===== src/rtl/uart_defs.sv =====
// Shared UART framing constants and receiver FSM state encodings,
// used by both the transmitter and the receiver.
package uart_defs;

   localparam int FRAME_BITS = 10;
   localparam int DATA_BITS  = 8;
   localparam logic IDLE_LEVEL = 1'b1;

   localparam logic [1:0] ST_IDLE  = 2'd0;
   localparam logic [1:0] ST_START = 2'd1;
   localparam logic [1:0] ST_DATA  = 2'd2;
   localparam logic [1:0] ST_STOP  = 2'd3;

endpackage


===== src/rtl/baud_gen.sv =====
// Bit-period counter: half-bit tick for start validation and full-bit tick
// for data/stop sampling. Restarts from zero on a synchronous clear.
module baud_gen #(
   parameter int DIV = 10
) (
   input  logic clk,
   input  logic rst,
   input  logic clr,
   output logic half_tick,
   output logic full_tick
);

   localparam int HALF = DIV / 2;
   localparam int CW   = (DIV > 1) ? $clog2(DIV) : 1;

   logic [CW-1:0] cnt_reg;

   assign full_tick = (cnt_reg == CW'(DIV - 1));
   assign half_tick = (cnt_reg == CW'(HALF - 1));

   always_ff @(posedge clk) begin
      if (rst || clr) begin
         cnt_reg <= '0;
      end else if (full_tick) begin
         cnt_reg <= '0;
      end else begin
         cnt_reg <= cnt_reg + 1'b1;
      end
   end

endmodule


===== src/rtl/uart_rx.sv =====
// 8N1 UART receiver: two-flop input synchronizer, start-bit validation at
// mid-bit, LSB-first shift register and one-clock valid / frame_err pulses.
module uart_rx
   import uart_defs::*;
#(
   parameter int BAUD = 115200,
   parameter int F    = 50000000
) (
   input  logic       clk,
   input  logic       rst,
   input  logic       rx,
   output logic [7:0] data,
   output logic       valid,
   output logic       frame_err
);

   localparam int DIV = F / BAUD;
   localparam int IW  = $clog2(DATA_BITS);

   logic                 sync1_reg;
   logic                 rx_s_reg;
   logic [1:0]           state_reg;
   logic [DATA_BITS-1:0] shift_reg;
   logic [IW-1:0]        bit_idx_reg;
   logic                 armed_reg;
   logic [DATA_BITS-1:0] data_reg;
   logic                 valid_reg;
   logic                 frame_err_reg;

   logic clr;
   logic half_tick;
   logic full_tick;

   // Restart bit timing on a detected start edge and on a confirmed start bit.
   always_comb begin
      clr = 1'b0;
      if (state_reg == ST_IDLE && armed_reg && !rx_s_reg) begin
         clr = 1'b1;
      end else if (state_reg == ST_START && half_tick && !rx_s_reg) begin
         clr = 1'b1;
      end
   end

   baud_gen #(
      .DIV (DIV)
   ) u_baud_gen (
      .clk       (clk),
      .rst       (rst),
      .clr       (clr),
      .half_tick (half_tick),
      .full_tick (full_tick)
   );

   always_ff @(posedge clk) begin
      if (rst) begin
         sync1_reg     <= IDLE_LEVEL;
         rx_s_reg      <= IDLE_LEVEL;
         state_reg     <= ST_IDLE;
         shift_reg     <= '0;
         bit_idx_reg   <= '0;
         armed_reg     <= 1'b1;
         data_reg      <= '0;
         valid_reg     <= 1'b0;
         frame_err_reg <= 1'b0;
      end else begin
         sync1_reg     <= rx;
         rx_s_reg      <= sync1_reg;
         valid_reg     <= 1'b0;
         frame_err_reg <= 1'b0;
         case (state_reg)
            ST_IDLE: begin
               // After a framing error the line must return high before a new start counts.
               if (!armed_reg) begin
                  if (rx_s_reg) begin
                     armed_reg <= 1'b1;
                  end
               end else if (!rx_s_reg) begin
                  state_reg <= ST_START;
               end
            end
            ST_START: begin
               if (half_tick) begin
                  bit_idx_reg <= '0;
                  state_reg   <= rx_s_reg ? ST_IDLE : ST_DATA;
               end
            end
            ST_DATA: begin
               if (full_tick) begin
                  shift_reg   <= {rx_s_reg, shift_reg[DATA_BITS-1:1]};
                  bit_idx_reg <= bit_idx_reg + 1'b1;
                  if (bit_idx_reg == IW'(DATA_BITS - 1)) begin
                     state_reg <= ST_STOP;
                  end
               end
            end
            ST_STOP: begin
               if (full_tick) begin
                  state_reg <= ST_IDLE;
                  if (rx_s_reg) begin
                     data_reg  <= shift_reg;
                     valid_reg <= 1'b1;
                  end else begin
                     frame_err_reg <= 1'b1;
                     armed_reg     <= 1'b0;
                  end
               end
            end
            default: begin
               state_reg <= ST_IDLE;
            end
         endcase
      end
   end

   assign data      = data_reg;
   assign valid     = valid_reg;
   assign frame_err = frame_err_reg;

endmodule


===== config.mk =====
export PLATFORM = sky130hd
export DESIGN_NAME = uart_rx
export DESIGN_NICKNAME = d
export VERILOG_FILES = /design/src/rtl/uart_defs.sv /design/src/rtl/baud_gen.sv /design/src/rtl/uart_rx.sv
export SDC_FILE = /design/constraint.sdc
export NUM_CORES = 1
export LEC_CHECK = 0
export BUFFER_PORTS_ARGS = -buffer_cell sky130_fd_sc_hd__clkbuf_2
export CAP_MARGIN = 25
export CORE_ASPECT_RATIO = 0.75
export CORE_MARGIN = 2
export CORE_UTILIZATION = 50
export CTS_BUF_LIST = sky130_fd_sc_hd__clkbuf_4
export DETAILED_ROUTE_END_ITERATION = 10
export PLACE_DENSITY = 0.68
export SLEW_MARGIN = 5
export SYNTH_ARGS = -nofsm -noshare
export SYNTH_HDL_FRONTEND = slang
export SYNTH_SLANG_ARGS = --single-unit

===== constraint.sdc =====
create_clock -name clk -period 5.01 [get_ports clk]
set_clock_uncertainty 0.05 [all_clocks]
set_input_delay 0.2505 -clock clk [delete_from_list [all_inputs] [get_ports clk]]
set_output_delay 0.2505 -clock clk [all_outputs]
set_load 0.05 [all_outputs]

==> impl_metrics.env <==
export IMPL_run_status="completed"
export IMPL_power_static_leakage_nw=0.578
export IMPL_floorplan_io_pins=13
export IMPL_htree_num_levels=2
export IMPL_reg2reg_setup_slack_ps=3030
export IMPL_chipHeight_um=53.2
export IMPL_vdd_ir_drop_max_mv=0.166
export IMPL_nets=189
export IMPL_routed_len_inst_um=15.4
export IMPL_drt_first_iter_violations=115
export IMPL_syn_to_final_growth_pct=10.1
export IMPL_grt_remaining_overflow=0
export IMPL_syn_instance_count=177
export IMPL_post_synth_instance_area_mm2=0.00162
export IMPL_fp_row_count=17
export IMPL_yosys_top_cells_count="sky130_fd_sc_hd__dfxtp_1, sky130_fd_sc_hd__o31ai_1, sky130_fd_sc_hd__nand4_1, sky130_fd_sc_hd__a21oi_1, sky130_fd_sc_hd__clkbuf_1"
export IMPL_syn_num_nets=185
export IMPL_largest_reg_flops=9
export IMPL_pin_slew_with_the_least_headroom_to_its_limit_ps=771
export IMPL_post_route_period_util_pct=39.6
export IMPL_cts_repair_resized=0
export IMPL_synth_lib_cells_used_distinct=39
export IMPL_global_route_wire_length_before_repair_um=5680
export IMPL_synth_enable_flop_cells=0
export IMPL_tritoncts_clock_tree="yes"
export IMPL_hold_path_class="in -> reg"
export IMPL_initial_utilization_pct=53.5
export IMPL_async_flop_share_pct=0
export IMPL_floorplan_die_area_mm2=0.00371
export IMPL_synthesis_yosys_warnings=0
export IMPL_first_global_vias=1209
export IMPL_layout_core_utilization_pct=58.9
export IMPL_floorplan_core_area_mm2=0.00302
export IMPL_worst_ep_required_time_ps=5250
export IMPL_total_cts_buffers=5
export IMPL_grt_start_max_net_pins=25
export IMPL_rr_worst_depth=4
export IMPL_post_synth_top_area_cell="sky130_fd_sc_hd__dfxtp_1"
export IMPL_detail_route_drc_violations=0
export IMPL_antenna_diode_count=0
export IMPL_timing_critical_path_buf_inv=0
export IMPL_drv_max_cap_violation_count=0
export IMPL_antenna_found_initial=0
export IMPL_synthFlopType="sky130_fd_sc_hd__dfxtp_1"
export IMPL_finalHoldViolCount=0
export IMPL_worstSetupEndpoint="state_reg[0]"
export IMPL_path_class="reg -> reg"
export IMPL_horiz_die_dim_um=69.7
export IMPL_totalNegativeSetupSlack_ps=0
export IMPL_wirelength_um=3380
export IMPL_timing_max_slew_rel_slack_pct=48.5
export IMPL_max_clock_path_buffers=2
export IMPL_arrival_ps=2220
export IMPL_r2r_end="state_reg[0]"
export IMPL_dr_pass1_iters=4
export IMPL_report_power_total_uw=563
export IMPL_slowest_cell_on_the_critical_path="sky130_fd_sc_hd__and4b_1"
export IMPL_postSynthAreaPerCell_um2=9.13
export IMPL_port_buffers=12
export IMPL_drtAntennaViolNets=0
export IMPL_ys_ff_latch=35
export IMPL_post_cts_hold_buffer_count=0
export IMPL_post_route_cells_drive_above_1_share_pct=15.4
export IMPL_worstSetupStartpoint="u_baud_gen.cnt_reg[0]"
export IMPL_num_vias=1408
export IMPL_drt_vias_per_instance=6.40
export IMPL_gp_congestion=0.779
export IMPL_report_final_slew_viol_count=0
export IMPL_track_usage_pct=19.8
export IMPL_unrepaired_setup_endpoints_after_global_routing="false"
export IMPL_critical_path_cell_chain="ha_1 > and4b_1 > nand4_1 > a41oi_1"
export IMPL_start_kind="register"
export IMPL_r2r_start="u_baud_gen.cnt_reg[0]"
export IMPL_path_clk_slew_ps=130
export IMPL_report_final_setup_viol=0
export IMPL_power_density_mw_per_mm2=316
export IMPL_min_period_ps=1980
export IMPL_timing_critical_path_to_type="register"
export IMPL_cts_root_buf="sky130_fd_sc_hd__clkbuf_4"
export IMPL_synth_yosys_seq_area_share_pct=43.3
export IMPL_cpLargestDelayFamily="simple AND/OR/NAND/NOR gates"
export IMPL_post_dp_hpwl_um=2130
export IMPL_later_pin_clock_latency_in_the_skew_report_ps=350
export IMPL_share_of_yosys_cell_area_claimed_by_the_top_area_cell_type_pct=43.3
export IMPL_cts_sinks=35
export IMPL_cts_setup_buffers=0
export IMPL_crit_cells=4
export IMPL_cpPeakStageDelay_ps=710
export IMPL_worst_hold_slack_ps=31.9
export IMPL_post_synth_main_area_contributors="sky130_fd_sc_hd__dfxtp_1, sky130_fd_sc_hd__o31ai_1, sky130_fd_sc_hd__nand4_1"
export IMPL_clock_fmax_mhz=504
export IMPL_synth_most_common_cell="sky130_fd_sc_hd__dfxtp_1"
export IMPL_worstPathMaxFanout=21
## worst min path at each step
stage / from / end / slack (ps) / cells past startpoint
after global routing: rx / sync1_reg / 30 / 2
after CTS: rx / sync1_reg / 10 / 2
after global placement: sync1_reg / rx_s_reg / 350 / 1
after detailed placement: sync1_reg / rx_s_reg / 360 / 1
final: rx / sync1_reg / 30 / 2
after floorplan: rx / sync1_reg / 300 / 1
## metal layers
metal | share of wire (%) | global-route usage (%)
met1 | 49 | 28.0
met2 | 45 | 29.2
met3 | 6.2 | 4.76
met4 | 0.27 | 8.01
met5 | 0 | 0
## cells in the final DEF (no fill, tap or decap), types with 2 or more instances in the layout
master	instances
sky130_fd_sc_hd__a211oi_1	4
sky130_fd_sc_hd__a21oi_1	20
sky130_fd_sc_hd__bufinv_16	2
sky130_fd_sc_hd__clkbuf_2	12
sky130_fd_sc_hd__clkbuf_4	5
sky130_fd_sc_hd__dfxtp_1	35
sky130_fd_sc_hd__ha_1	5
sky130_fd_sc_hd__inv_1	5
sky130_fd_sc_hd__nand2_1	3
sky130_fd_sc_hd__nand2b_1	2
sky130_fd_sc_hd__nand3_1	5
sky130_fd_sc_hd__nand4_1	21
sky130_fd_sc_hd__nor2_1	2
sky130_fd_sc_hd__nor3_1	5
sky130_fd_sc_hd__o21ai_0	3
sky130_fd_sc_hd__o31ai_1	22
sky130_fd_sc_hd__or2_2	2
sky130_fd_sc_hd__or3_1	3
sky130_fd_sc_hd__or4_1	2
sky130_fd_sc_hd__xor2_1	2
## cells by family after synthesis
logic type	count (synthesis)	synth area share [%]
compound gates	55	22.0
xor+xnor	3	1.63
simple gates	57	23.6
buf+inv	22	5.57
fa+ha+maj	5	3.87
flops	35	43.3
## report_power, final
group,switching (mW),internal [mW]
logic,0.0110,0.00800
clock network,0.103,0.155
registers,0.00503,0.281
total,0.119,0.445
## worst reg2reg max path: stages (launching register included)
cell and delay [ps]:
sky130_fd_sc_hd__dfxtp_1 460, sky130_fd_sc_hd__ha_1 220, sky130_fd_sc_hd__and4b_1 710, sky130_fd_sc_hd__nand4_1 250
sky130_fd_sc_hd__a41oi_1 250
## layout make-up
class                   count  area, um2
clock buffers               5       37.5
clock inverters             3       67.6
fillers                   272       1240
inverters                   5       18.8
multi-input cells         120        826
flip-flops and latches     35        701
well taps                  38       47.5
repair buffers             14       82.6
## per-stage QoR
stage                     instances  area, um2  worst slack [ps]
final                           220       1780              3030
after global routing            220       1780              2870
after CTS                       219       1770              2400
after detailed placement        211       1660              2420
after global placement          211       1660              2490
after floorplan                 177       1620              3310
Note: power is estimated with default switching activity, not from simulation.
